**src/rtl/dmem_arbiter_if.sv**
```systemverilog
// Bus bundle between the two requesters, the arbiter and the single-port data memory.
// The arbiter uses the slave modport; the environment (requesters plus memory) uses master.
interface dmem_arbiter_if #(
    parameter int XLEN     = 32,
    parameter int FUNCT3_W = 3
);
    // m0: core load/store path
    logic                m0_req;
    logic                m0_we;
    logic [FUNCT3_W-1:0] m0_funct3;
    logic [XLEN-1:0]     m0_addr;
    logic [XLEN-1:0]     m0_wdata;
    logic                m0_gnt;
    logic                m0_rvalid;
    logic [XLEN-1:0]     m0_rdata;
    logic                m0_err;

    // m1: debug/DMA port, with burst lock request
    logic                m1_req;
    logic                m1_we;
    logic [FUNCT3_W-1:0] m1_funct3;
    logic [XLEN-1:0]     m1_addr;
    logic [XLEN-1:0]     m1_wdata;
    logic                m1_lock;
    logic                m1_gnt;
    logic                m1_rvalid;
    logic [XLEN-1:0]     m1_rdata;
    logic                m1_err;

    // memory side
    logic                mem_read;
    logic                mem_write;
    logic [FUNCT3_W-1:0] mem_funct3;
    logic [XLEN-1:0]     mem_addr;
    logic [XLEN-1:0]     mem_wdata;
    logic [XLEN-1:0]     mem_rdata;

    modport slave (
        input  m0_req, m0_we, m0_funct3, m0_addr, m0_wdata,
        output m0_gnt, m0_rvalid, m0_rdata, m0_err,
        input  m1_req, m1_we, m1_funct3, m1_addr, m1_wdata, m1_lock,
        output m1_gnt, m1_rvalid, m1_rdata, m1_err,
        output mem_read, mem_write, mem_funct3, mem_addr, mem_wdata,
        input  mem_rdata
    );

    modport master (
        output m0_req, m0_we, m0_funct3, m0_addr, m0_wdata,
        input  m0_gnt, m0_rvalid, m0_rdata, m0_err,
        output m1_req, m1_we, m1_funct3, m1_addr, m1_wdata, m1_lock,
        input  m1_gnt, m1_rvalid, m1_rdata, m1_err,
        input  mem_read, mem_write, mem_funct3, mem_addr, mem_wdata,
        output mem_rdata
    );
endinterface

```
**src/rtl/dmem_arbiter.sv**
```systemverilog
// Two-requester arbiter for the single-port data memory.
// IDLE/RESP sample requests, ACCESS drives memory for one cycle, RESP returns the
// registered response. Round-robin between m0 and m1, with a bounded lock for m1.
module dmem_arbiter #(
    parameter int XLEN     = 32,
    parameter int FUNCT3_W = 3,
    parameter int LOCK_MAX = 4
) (
    input  logic          clk,
    input  logic          reset,
    dmem_arbiter_if.slave bus
);
    localparam int CNT_W = $clog2(LOCK_MAX + 1);

    typedef enum logic [1:0] {IDLE, ACCESS, RESP} state_t;

    state_t              state_reg;
    logic [1:0]          gnt_reg;
    logic [1:0]          rvalid_reg;
    logic [1:0]          err_reg;
    logic [XLEN-1:0]     m0_rdata_reg;
    logic [XLEN-1:0]     m1_rdata_reg;
    logic                mem_read_reg;
    logic                mem_write_reg;
    logic                cmd_we_reg;
    logic [FUNCT3_W-1:0] cmd_funct3_reg;
    logic [XLEN-1:0]     cmd_addr_reg;
    logic [XLEN-1:0]     cmd_wdata_reg;
    logic                cmd_err_reg;
    logic                last_m1_reg;   // 1 = m1 won the last arbitration (rr pointer)
    logic                lock_last_reg; // m1_lock as seen at the last m1 grant
    logic [CNT_W-1:0]    lock_cnt_reg;

    logic                any_req;
    logic                lock_win;
    logic                pick_m1;
    logic                sel_we;
    logic [FUNCT3_W-1:0] sel_funct3;
    logic [XLEN-1:0]     sel_addr;
    logic [XLEN-1:0]     sel_wdata;
    logic                sel_err;
    logic [XLEN-1:0]     rsp_data;

    // Illegal size code or misaligned address: the access is answered with err and never reaches memory.
    function automatic logic access_err(input logic we, input logic [FUNCT3_W-1:0] f3,
                                        input logic [XLEN-1:0] addr);
        logic bad_code;
        logic bad_align;
        bad_code  = 1'b0;
        bad_align = 1'b0;
        if (we) begin
            bad_code = !(f3 == FUNCT3_W'(0) || f3 == FUNCT3_W'(1) || f3 == FUNCT3_W'(2));
        end else begin
            bad_code = !(f3 == FUNCT3_W'(0) || f3 == FUNCT3_W'(1) || f3 == FUNCT3_W'(2) ||
                         f3 == FUNCT3_W'(4) || f3 == FUNCT3_W'(5));
        end
        case (f3[1:0])
            2'b01:   bad_align = addr[0];
            2'b10:   bad_align = |addr[1:0];
            default: bad_align = 1'b0;
        endcase
        return bad_code | bad_align;
    endfunction

    // Winner selection and command mux for the arbitration cycle.
    always_comb begin
        any_req  = bus.m0_req | bus.m1_req;
        lock_win = last_m1_reg & lock_last_reg & bus.m1_req & (lock_cnt_reg < CNT_W'(LOCK_MAX));
        pick_m1  = bus.m1_req & (!bus.m0_req | lock_win | !last_m1_reg);
        if (pick_m1) begin
            sel_we     = bus.m1_we;
            sel_funct3 = bus.m1_funct3;
            sel_addr   = bus.m1_addr;
            sel_wdata  = bus.m1_wdata;
        end else begin
            sel_we     = bus.m0_we;
            sel_funct3 = bus.m0_funct3;
            sel_addr   = bus.m0_addr;
            sel_wdata  = bus.m0_wdata;
        end
        sel_err  = access_err(sel_we, sel_funct3, sel_addr);
        rsp_data = (!cmd_we_reg && !cmd_err_reg) ? bus.mem_rdata : '0;
    end

    // Control FSM with registered grant/response/strobe outputs.
    always_ff @(posedge clk) begin
        if (reset) begin
            state_reg      <= IDLE;
            gnt_reg        <= '0;
            rvalid_reg     <= '0;
            err_reg        <= '0;
            m0_rdata_reg   <= '0;
            m1_rdata_reg   <= '0;
            mem_read_reg   <= 1'b0;
            mem_write_reg  <= 1'b0;
            cmd_we_reg     <= 1'b0;
            cmd_funct3_reg <= '0;
            cmd_addr_reg   <= '0;
            cmd_wdata_reg  <= '0;
            cmd_err_reg    <= 1'b0;
            last_m1_reg    <= 1'b1; // m0 wins the first contended arbitration
            lock_last_reg  <= 1'b0;
            lock_cnt_reg   <= '0;
        end else begin
            gnt_reg       <= '0;
            rvalid_reg    <= '0;
            err_reg       <= '0;
            m0_rdata_reg  <= '0;
            m1_rdata_reg  <= '0;
            mem_read_reg  <= 1'b0;
            mem_write_reg <= 1'b0;
            case (state_reg)
                IDLE, RESP: begin
                    if (any_req) begin
                        cmd_we_reg     <= sel_we;
                        cmd_funct3_reg <= sel_funct3;
                        cmd_addr_reg   <= sel_addr;
                        cmd_wdata_reg  <= sel_wdata;
                        cmd_err_reg    <= sel_err;
                        mem_read_reg   <= !sel_we && !sel_err;
                        mem_write_reg  <= sel_we && !sel_err;
                        gnt_reg        <= pick_m1 ? 2'b10 : 2'b01;
                        last_m1_reg    <= pick_m1;
                        if (pick_m1) begin
                            lock_last_reg <= bus.m1_lock;
                            if (!bus.m1_lock) begin
                                lock_cnt_reg <= '0;
                            end else if (lock_win && bus.m0_req) begin
                                lock_cnt_reg <= lock_cnt_reg + CNT_W'(1);
                            end
                        end else begin
                            lock_last_reg <= 1'b0;
                            lock_cnt_reg  <= '0;
                        end
                        state_reg <= ACCESS;
                    end else begin
                        state_reg <= IDLE;
                    end
                end
                ACCESS: begin
                    if (last_m1_reg) begin
                        rvalid_reg[1] <= 1'b1;
                        err_reg[1]    <= cmd_err_reg;
                        m1_rdata_reg  <= rsp_data;
                    end else begin
                        rvalid_reg[0] <= 1'b1;
                        err_reg[0]    <= cmd_err_reg;
                        m0_rdata_reg  <= rsp_data;
                    end
                    state_reg <= RESP;
                end
                default: state_reg <= IDLE;
            endcase
        end
    end

    assign bus.m0_gnt    = gnt_reg[0];
    assign bus.m1_gnt    = gnt_reg[1];
    assign bus.m0_rvalid = rvalid_reg[0];
    assign bus.m1_rvalid = rvalid_reg[1];
    assign bus.m0_err    = err_reg[0];
    assign bus.m1_err    = err_reg[1];
    assign bus.m0_rdata  = m0_rdata_reg;
    assign bus.m1_rdata  = m1_rdata_reg;

    // Reset wins over an in-flight strobe in the same cycle.
    assign bus.mem_read   = mem_read_reg & !reset;
    assign bus.mem_write  = mem_write_reg & !reset;
    assign bus.mem_funct3 = cmd_funct3_reg;
    assign bus.mem_addr   = cmd_addr_reg;
    assign bus.mem_wdata  = cmd_wdata_reg;
endmodule

```
**src/flat_wrapper.sv**
```systemverilog
// flat-port wrapper written by rule: the top's interface ports become plain ports
module dmem_arbiter_flat 
#(
    parameter int XLEN     = 32,
    parameter int FUNCT3_W = 3,
    parameter int LOCK_MAX = 4
)
  (clk, reset, bus_m0_req, bus_m0_we, bus_m0_funct3, bus_m0_addr, bus_m0_wdata, bus_m0_gnt, bus_m0_rvalid, bus_m0_rdata, bus_m0_err, bus_m1_req, bus_m1_we, bus_m1_funct3, bus_m1_addr, bus_m1_wdata, bus_m1_lock, bus_m1_gnt, bus_m1_rvalid, bus_m1_rdata, bus_m1_err, bus_mem_read, bus_mem_write, bus_mem_funct3, bus_mem_addr, bus_mem_wdata, bus_mem_rdata);
  dmem_arbiter_if #(.XLEN(XLEN), .FUNCT3_W(FUNCT3_W)) bus_i ();
  input  logic clk;
  input  logic reset;
  input wire logic [$bits(bus_i.m0_req)-1:0] bus_m0_req;
  input wire logic [$bits(bus_i.m0_we)-1:0] bus_m0_we;
  input wire logic [$bits(bus_i.m0_funct3)-1:0] bus_m0_funct3;
  input wire logic [$bits(bus_i.m0_addr)-1:0] bus_m0_addr;
  input wire logic [$bits(bus_i.m0_wdata)-1:0] bus_m0_wdata;
  output wire logic [$bits(bus_i.m0_gnt)-1:0] bus_m0_gnt;
  output wire logic [$bits(bus_i.m0_rvalid)-1:0] bus_m0_rvalid;
  output wire logic [$bits(bus_i.m0_rdata)-1:0] bus_m0_rdata;
  output wire logic [$bits(bus_i.m0_err)-1:0] bus_m0_err;
  input wire logic [$bits(bus_i.m1_req)-1:0] bus_m1_req;
  input wire logic [$bits(bus_i.m1_we)-1:0] bus_m1_we;
  input wire logic [$bits(bus_i.m1_funct3)-1:0] bus_m1_funct3;
  input wire logic [$bits(bus_i.m1_addr)-1:0] bus_m1_addr;
  input wire logic [$bits(bus_i.m1_wdata)-1:0] bus_m1_wdata;
  input wire logic [$bits(bus_i.m1_lock)-1:0] bus_m1_lock;
  output wire logic [$bits(bus_i.m1_gnt)-1:0] bus_m1_gnt;
  output wire logic [$bits(bus_i.m1_rvalid)-1:0] bus_m1_rvalid;
  output wire logic [$bits(bus_i.m1_rdata)-1:0] bus_m1_rdata;
  output wire logic [$bits(bus_i.m1_err)-1:0] bus_m1_err;
  output wire logic [$bits(bus_i.mem_read)-1:0] bus_mem_read;
  output wire logic [$bits(bus_i.mem_write)-1:0] bus_mem_write;
  output wire logic [$bits(bus_i.mem_funct3)-1:0] bus_mem_funct3;
  output wire logic [$bits(bus_i.mem_addr)-1:0] bus_mem_addr;
  output wire logic [$bits(bus_i.mem_wdata)-1:0] bus_mem_wdata;
  input wire logic [$bits(bus_i.mem_rdata)-1:0] bus_mem_rdata;
  assign bus_i.m0_req = bus_m0_req;
  assign bus_i.m0_we = bus_m0_we;
  assign bus_i.m0_funct3 = bus_m0_funct3;
  assign bus_i.m0_addr = bus_m0_addr;
  assign bus_i.m0_wdata = bus_m0_wdata;
  assign bus_m0_gnt = bus_i.m0_gnt;
  assign bus_m0_rvalid = bus_i.m0_rvalid;
  assign bus_m0_rdata = bus_i.m0_rdata;
  assign bus_m0_err = bus_i.m0_err;
  assign bus_i.m1_req = bus_m1_req;
  assign bus_i.m1_we = bus_m1_we;
  assign bus_i.m1_funct3 = bus_m1_funct3;
  assign bus_i.m1_addr = bus_m1_addr;
  assign bus_i.m1_wdata = bus_m1_wdata;
  assign bus_i.m1_lock = bus_m1_lock;
  assign bus_m1_gnt = bus_i.m1_gnt;
  assign bus_m1_rvalid = bus_i.m1_rvalid;
  assign bus_m1_rdata = bus_i.m1_rdata;
  assign bus_m1_err = bus_i.m1_err;
  assign bus_mem_read = bus_i.mem_read;
  assign bus_mem_write = bus_i.mem_write;
  assign bus_mem_funct3 = bus_i.mem_funct3;
  assign bus_mem_addr = bus_i.mem_addr;
  assign bus_mem_wdata = bus_i.mem_wdata;
  assign bus_i.mem_rdata = bus_mem_rdata;
  dmem_arbiter #(.XLEN(XLEN), .FUNCT3_W(FUNCT3_W), .LOCK_MAX(LOCK_MAX)) u_core (.clk(clk), .reset(reset), .bus(bus_i));
endmodule
```
**config.mk**
```make
export PLATFORM = sky130hd
export DESIGN_NAME = dmem_arbiter_flat
export DESIGN_NICKNAME = d
export VERILOG_FILES = /design/src/rtl/dmem_arbiter_if.sv /design/src/rtl/dmem_arbiter.sv /design/src/flat_wrapper.sv
export SDC_FILE = /design/constraint.sdc
export NUM_CORES = 1
export LEC_CHECK = 0
export CORE_ASPECT_RATIO = 0.9
export CORE_MARGIN = 2
export CORE_UTILIZATION = 38
export DETAILED_ROUTE_END_ITERATION = 10
export GPL_ROUTABILITY_DRIVEN = 1
export GPL_TIMING_DRIVEN = 0
export PLACE_DENSITY = 0.87
export SLEW_MARGIN = 0
export SYNTH_ARGS = -nofsm -noshare
export SYNTH_HDL_FRONTEND = slang
export SYNTH_SLANG_ARGS = --single-unit
```
**constraint.sdc**
```tcl
create_clock -name clk -period 2.6 [get_ports clk]
set_input_delay 0.39 -clock clk [delete_from_list [all_inputs] [get_ports clk]]
set_output_delay 0.39 -clock clk [all_outputs]
set_load 0.02 [all_outputs]
```
After elaboration in Yosys (flattened, before gate mapping)
Index checks and enable logic that the tools add are counted.
Word-level totals
  output and inout port bits: 139
  bits in registers: 148
  word-level logic and storage cells: 85
  input bits: 173
Cells by class
  mux-type cells: 16
  bitwise gates (word level): 14
  reductions and logical operators: 27
  equal/unequal tests: 9
  add/sub/neg operators: 1
  $lt $le $gt $ge: 1
Operator list (count)
  two-way mux 32 bit: 3
  two-way mux 3 bit: 4
  zero test 1 bit: 9
  OR reduction 3 bit: 3
  AND 1 bit: 6
  equality test 3 bit, second input constant: 2
  two-way mux 1 bit: 6
  OR reduction 2 bit: 3
  equality test 2 x 1 -> 1 bit, second input constant: 2
  equality test 2 bit, second input constant: 2
  logical AND 1 bit: 4
  logical OR 1 bit: 4
  inverter 1 bit: 4
  bitwise OR 1 bit: 4
  case mux 2 bit (2 select lines): 1
  adder 3 x 1 -> 3 bit, second input constant: 1
  equality test 3 x 1 -> 1 bit, second input constant: 1
  equality test 3 x 2 -> 1 bit, second input constant: 1
  zero test 3 bit: 1
  < comparator 3 bit, second input constant: 1
  inequality test 3 bit, second input constant: 1
  AND reduction 3 bit: 1
  zero test 2 bit: 1
  two-way mux 2 bit: 1
  2 further kinds: 2

Longest topological paths before layout
  depth in word-level cells: 17
  mapped depth: 12
  mapped depth without buffers: 10

Worst setup path after synthesis
OpenSTA, ideal clock, no wires.
  kind: register -> register
  start point: register u_core.lock_last_reg
  end point: register u_core.cmd_err_reg
  path buffers: 2
  setup slack: 0.273 ns
  data arrival time: 2.241 ns
  cell stages (with the launch flop): 12
  library setup time: 0.086 ns
  clock period less this slack: 2.327 ns
  data required time: 2.514 ns
  path through: dfxtp_1 > nor2b_1 > buf_4 > o21ai_4 > buf_6 > mux2i_1 > ha_1 > nand2_1 > or3_1 > nand3_1 > a31oi_1 > a211oi_1
Between the ends
  cells in the longest elaborated chain, start to end: 15
  elaborated cells between the ends (all ways): 26
  those cells by class: eq/ne: 6; mux: 5; bitwise: 7; reduce/logical: 8
Ends and longest elaborated chain
  from (decl): RTL line dmem_arbiter.sv:31  | logic lock_last_reg;
  from (signal assigned): RTL line dmem_arbiter.sv:125  | lock_last_reg <= bus.m1_lock;
  AND 1 bit * (3 in a row): RTL line dmem_arbiter.sv:68  | lock_win = last_m1_reg & lock_last_reg & bus.m1_req & (lock_cnt_reg < CNT_W'(LOCK_MAX));
  bitwise OR 1 bit * (2 in a row): RTL line dmem_arbiter.sv:69  | pick_m1 = bus.m1_req & (!bus.m0_req | lock_win | !last_m1_reg);
  AND 1 bit *: RTL line dmem_arbiter.sv:69
  two-way mux 3 bit: RTL line dmem_arbiter.sv:70  | if (pick_m1) begin
  equality test 3 x 1 -> 1 bit / zero test 3 bit (equally long branches): RTL line dmem_arbiter.sv:52, dmem_arbiter.sv:54
  logical OR 1 bit (2 in a row): RTL line dmem_arbiter.sv:52, dmem_arbiter.sv:54
  logical OR 1 bit: RTL line dmem_arbiter.sv:54  | bad_code = !(f3 == FUNCT3_W'(0) || f3 == FUNCT3_W'(1) || f3 == FUNCT3_W'(2) ||
  logical OR 1 bit: RTL line dmem_arbiter.sv:55  | f3 == FUNCT3_W'(4) || f3 == FUNCT3_W'(5));
  zero test 1 bit: RTL line dmem_arbiter.sv:54
  two-way mux 1 bit: RTL line dmem_arbiter.sv:51  | if (we) begin
  bitwise OR 1 bit *: RTL line dmem_arbiter.sv:62  | return bad_code | bad_align;
  to (signal assigned): RTL line dmem_arbiter.sv:119  | cmd_err_reg <= sel_err;
  to (decl): RTL line dmem_arbiter.sv:29  | logic cmd_err_reg;
Every way passes the cells marked *; elsewhere a longest branch is shown, timed or not.
A chain may end at the register's enable or synchronous reset.

Final worst setup path
  start point: input port bus_m0_req
  end point: register u_core.cmd_err_reg
Between the ends
  cells in the longest elaborated chain, start to end: 13
  elaborated cells between the ends (all ways): 26
  those cells by class: eq/ne: 6; mux: 5; bitwise: 5; reduce/logical: 10
Ends and longest elaborated chain
  from (decl): RTL line flat_wrapper.sv:12  | input wire logic [$bits(bus_i.m0_req)-1:0] bus_m0_req;
  zero test 1 bit *: RTL line dmem_arbiter.sv:69
  bitwise OR 1 bit * (2 in a row): RTL line dmem_arbiter.sv:69
  AND 1 bit *: RTL line dmem_arbiter.sv:69
  two-way mux 3 bit *: RTL line dmem_arbiter.sv:70
  net u_core.sel_funct3[0]: RTL line dmem_arbiter.sv:38  | logic [FUNCT3_W-1:0] sel_funct3;
  equality test 3 x 1 -> 1 bit / zero test 3 bit (equally long branches): RTL line dmem_arbiter.sv:52, dmem_arbiter.sv:54
  logical OR 1 bit (2 in a row): RTL line dmem_arbiter.sv:52, dmem_arbiter.sv:54
  logical OR 1 bit: RTL line dmem_arbiter.sv:54
  logical OR 1 bit: RTL line dmem_arbiter.sv:55
  zero test 1 bit: RTL line dmem_arbiter.sv:54
  two-way mux 1 bit: RTL line dmem_arbiter.sv:51
  bitwise OR 1 bit *: RTL line dmem_arbiter.sv:62
Mark *: on every way through the listed nets, which the timed path passes. The rest lies on a longest branch.

==> flow_metrics.py <==
metrics = {
    "min_path": {
        "hold_class": "reg2reg",
        "hold_start": "u_core.state_reg[1]",
        "holdPathStages": 1,
    },
    "route": {
        "drc": 0,
        "drt-total-wl_microns": 19300,
        "avgRoutedWirePerCell_microns": 17.1,
        "num_vias": 5758,
        "ant_nets": 0,
        "drt_iter0_drc": 414,
        "vias_per_cell": 5.09,
        "firstDrtPassIters": 5,
    },
    "sta": {
        "fmax_mhz": 398,
        "setup_viol": 0,
        "report.final.slew_viol_count": 0,
        "fin_crit_sh": 0.966,
        "relSlewSlack": 0.605,
        "worstMarginPinSlew_ns": 0.590,
        "period_needed_ns": 2.51,
        "finalHoldViolCount": 0,
        "fin_worst_skew_ns": 0.0156,
    },
    "power_and_ir_drop": {
        "ir_drop_mv": 0.454,
        "seqPwrFrac": 0.406,
        "p_leak_nw": 3.88,
        "combPwrFrac": 0.204,
        "p_int_mw": 4.38,
        "switching_share": 0.280,
        "pwr_density_cell_mw_per_mm2": 652,
        "p_clk_frac": 0.390,
        "power.net_switching_mw": 1.71,
    },
    "finish": {
        "area_growth_pct": 73.8,
        "final_util": 0.672,
        "drive_gt1_frac": 0.0682,
        "final_nets": 1103,
        "insertedDiodeCount": 0,
        "fin_cells": 1132,
        "fillers": 1099,
    },
    "critical_path": {
        "cp-startpoint": "bus_m0_req",
        "critical_path_required_ns": 2.93,
        "critical_path_class": "in2reg",
        "end_kind": "flop",
        "reg2reg_depth": 10,
        "regToRegStartpoint": "u_core.last_m1_reg",
        "critPathMaxFanout": 10,
        "cp-start-kind": "input pin",
        "cp.arrival_ns": 2.84,
    },
    "clocking": {
        "clk_pin_slew_ns": 0.07,
        "insertion_delay_ns": 0.43,
        "numCtsBuffers": 17,
        "cts_root_buffer": "clkbuf_16",
        "clock_path_buffers": 2,
        "cts_tree": "built",
        "clock_sinks": 148,
        "htree_num_levels": 4,
    },
    "synthesis": {
        "yosysTopAreaCell": "dfxtp_1",
        "syn_inst": 595,
        "synth_edf_count": 0,
        "syn-mean-instance-area_sq_um": 9.03,
        "ys_ff_latch": 148,
        "ys_warn_count": 0,
        "synth-async-reset-ratio": 0,
        "synth.cell_area_sq_mm": 0.00538,
        "synthFlopType": "dfxtp_1",
        "yosysUniqueCellTypes": 33,
        "netlist.area_leader.share": 0.551,
        "synth_seq_area_share": 0.551,
        "postSynthNetCount": 772,
        "yosys-top-cells-area": "dfxtp_1, a311oi_1, nand2_1",
    },
    "floorplanning": {
        "die_w_microns": 129,
        "chipHeight_microns": 117,
        "fp-row-count": 41,
        "die-area_sq_mm": 0.0151,
        "io_pins": 312,
        "core_sq_mm": 0.0139,
        "initial_core_util": 0.387,
    },
    "global_route": {
        "grt_max_degree": 17,
        "overflow": 0,
        "grt_use_total": 0.248,
        "grt_pass1_wl_microns": 28400,
        "grt_pass1_vias": 5372,
        "antenna_found_initial": 2,
    },
    "status": {
        "status": "finished clean",
    },
    "placed_design": {
        "port_buffers": 309,
        "place.gp.congestion": 0.792,
        "post-dp-hpwl_microns": 14400,
        "placedCellCount": 1097,
    },
    "flow_run": {
        "maxCapViolCount": 0,
    },
}
## cell type report
cell class | instances | area (sq um) | area share
sequential | 148 | 2960 | 0.317
clock inverter | 12 | 121 | 0.0130
tap | 193 | 241 | 0.0258
inverter | 4 | 15.0 | 0.00161
multi-input combinational | 390 | 2180 | 0.234
clock buffer | 20 | 447 | 0.0478
timing repair buffer | 312 | 3120 | 0.333
buffer | 53 | 259 | 0.0277
## worst max-delay path: stages
cell,delay (ns)
clkdlybuf4s50_1,0.51
nand2_2,0.14
o21ai_4,0.22
buf_8,0.17
mux2i_4,0.29
inv_1,0.14
ha_4,0.20
or3_1,0.30
o211ai_1,0.09
a31oi_1,0.11
a211oi_1,0.26
## cell usage in the layout, fill, tap and decap left out, types with 4 or more instances in the layout
master / count
dfxtp_1: 148
a311oi_1: 65
and3_1: 67
clkbuf_16: 17
nor2_1: 80
buf_2: 15
nand2_1: 133
buf_4: 9
clkbuf_1: 29
clkdlybuf4s50_1: 309
inv_1: 4
## power by group through the flow
stage               Combinational (mW)  Clock [mW]  Sequential, mW
finish                            1.24        2.37            2.48
global route                      1.34        2.49            2.49
CTS                               1.23        2.39            2.48
detailed placement                1.21           0            2.52
global placement                  1.19           0            2.52
floorplan                        0.393           0            2.68
## worst paths after layout
path                                       endpoint  slack [ns]
worst max-delay path             u_core.cmd_err_reg        0.09
worst min-delay path            u_core.state_reg[1]        0.44
worst max register to register   u_core.cmd_err_reg        0.17
worst min register to register  u_core.state_reg[1]        0.44
## routing by layer
| metal | GRT usage | wire (microns) |
|---|---|---|
| met1 | 0.304 | 7610 |
| met2 | 0.404 | 9430 |
| met3 | 0.0723 | 1680 |
| met4 | 0.116 | 593 |
| met5 | 0 | 13 |
## cells in the mapped netlist, types with 3 or more instances
cell,n
a211oi_1,3
a311oi_1,65
and2_1,3
and3_1,67
buf_1,3
buf_2,15
buf_4,6
clkbuf_1,27
dfxtp_1,148
ha_1,4
inv_1,4
mux2i_1,5
nand2_1,134
nor2_1,80
nor2b_1,3
nor3_1,3
o211ai_1,3
## metrics by stage
stage / TNS (ns) / cell area (sq um) / power (mW) / hold WS, ns / worst slack, ns
finish: 0 / 9340 / 6.09 / 0.441 / 0.0895
detailed placement: -1.99 / 8710 / 3.73 / 0.427 / -0.701
global placement: -1.79 / 8710 / 3.71 / 0.421 / -0.610
floorplan: 0 / 5380 / 3.07 / 0.403 / 0.273
CTS: 0 / 9310 / 6.09 / 0.438 / 0.0343
global route: -0.0267 / 9340 / 6.32 / 0.458 / -0.0267
## cell families (layout without fill, tap and decap cells)
family	Yosys count	count (layout)	share of synthesized area
flops	148	148	0.551
mux	5	5	0.00931
simple gates	297	297	0.247
fa+ha+maj	4	4	0.00931
compound gates	84	84	0.133
buf+inv	57	401	0.0503
## what timing repair did
item                       CTS  global route
pin swaps                    1             0
hold endpoints to repair     0             0
buffers inserted             1             2
hold buffers                 0             0
setup endpoints to repair    3             3
gates resized for setup      5             3
No activity file was read; power rests on OpenSTA's default activity.
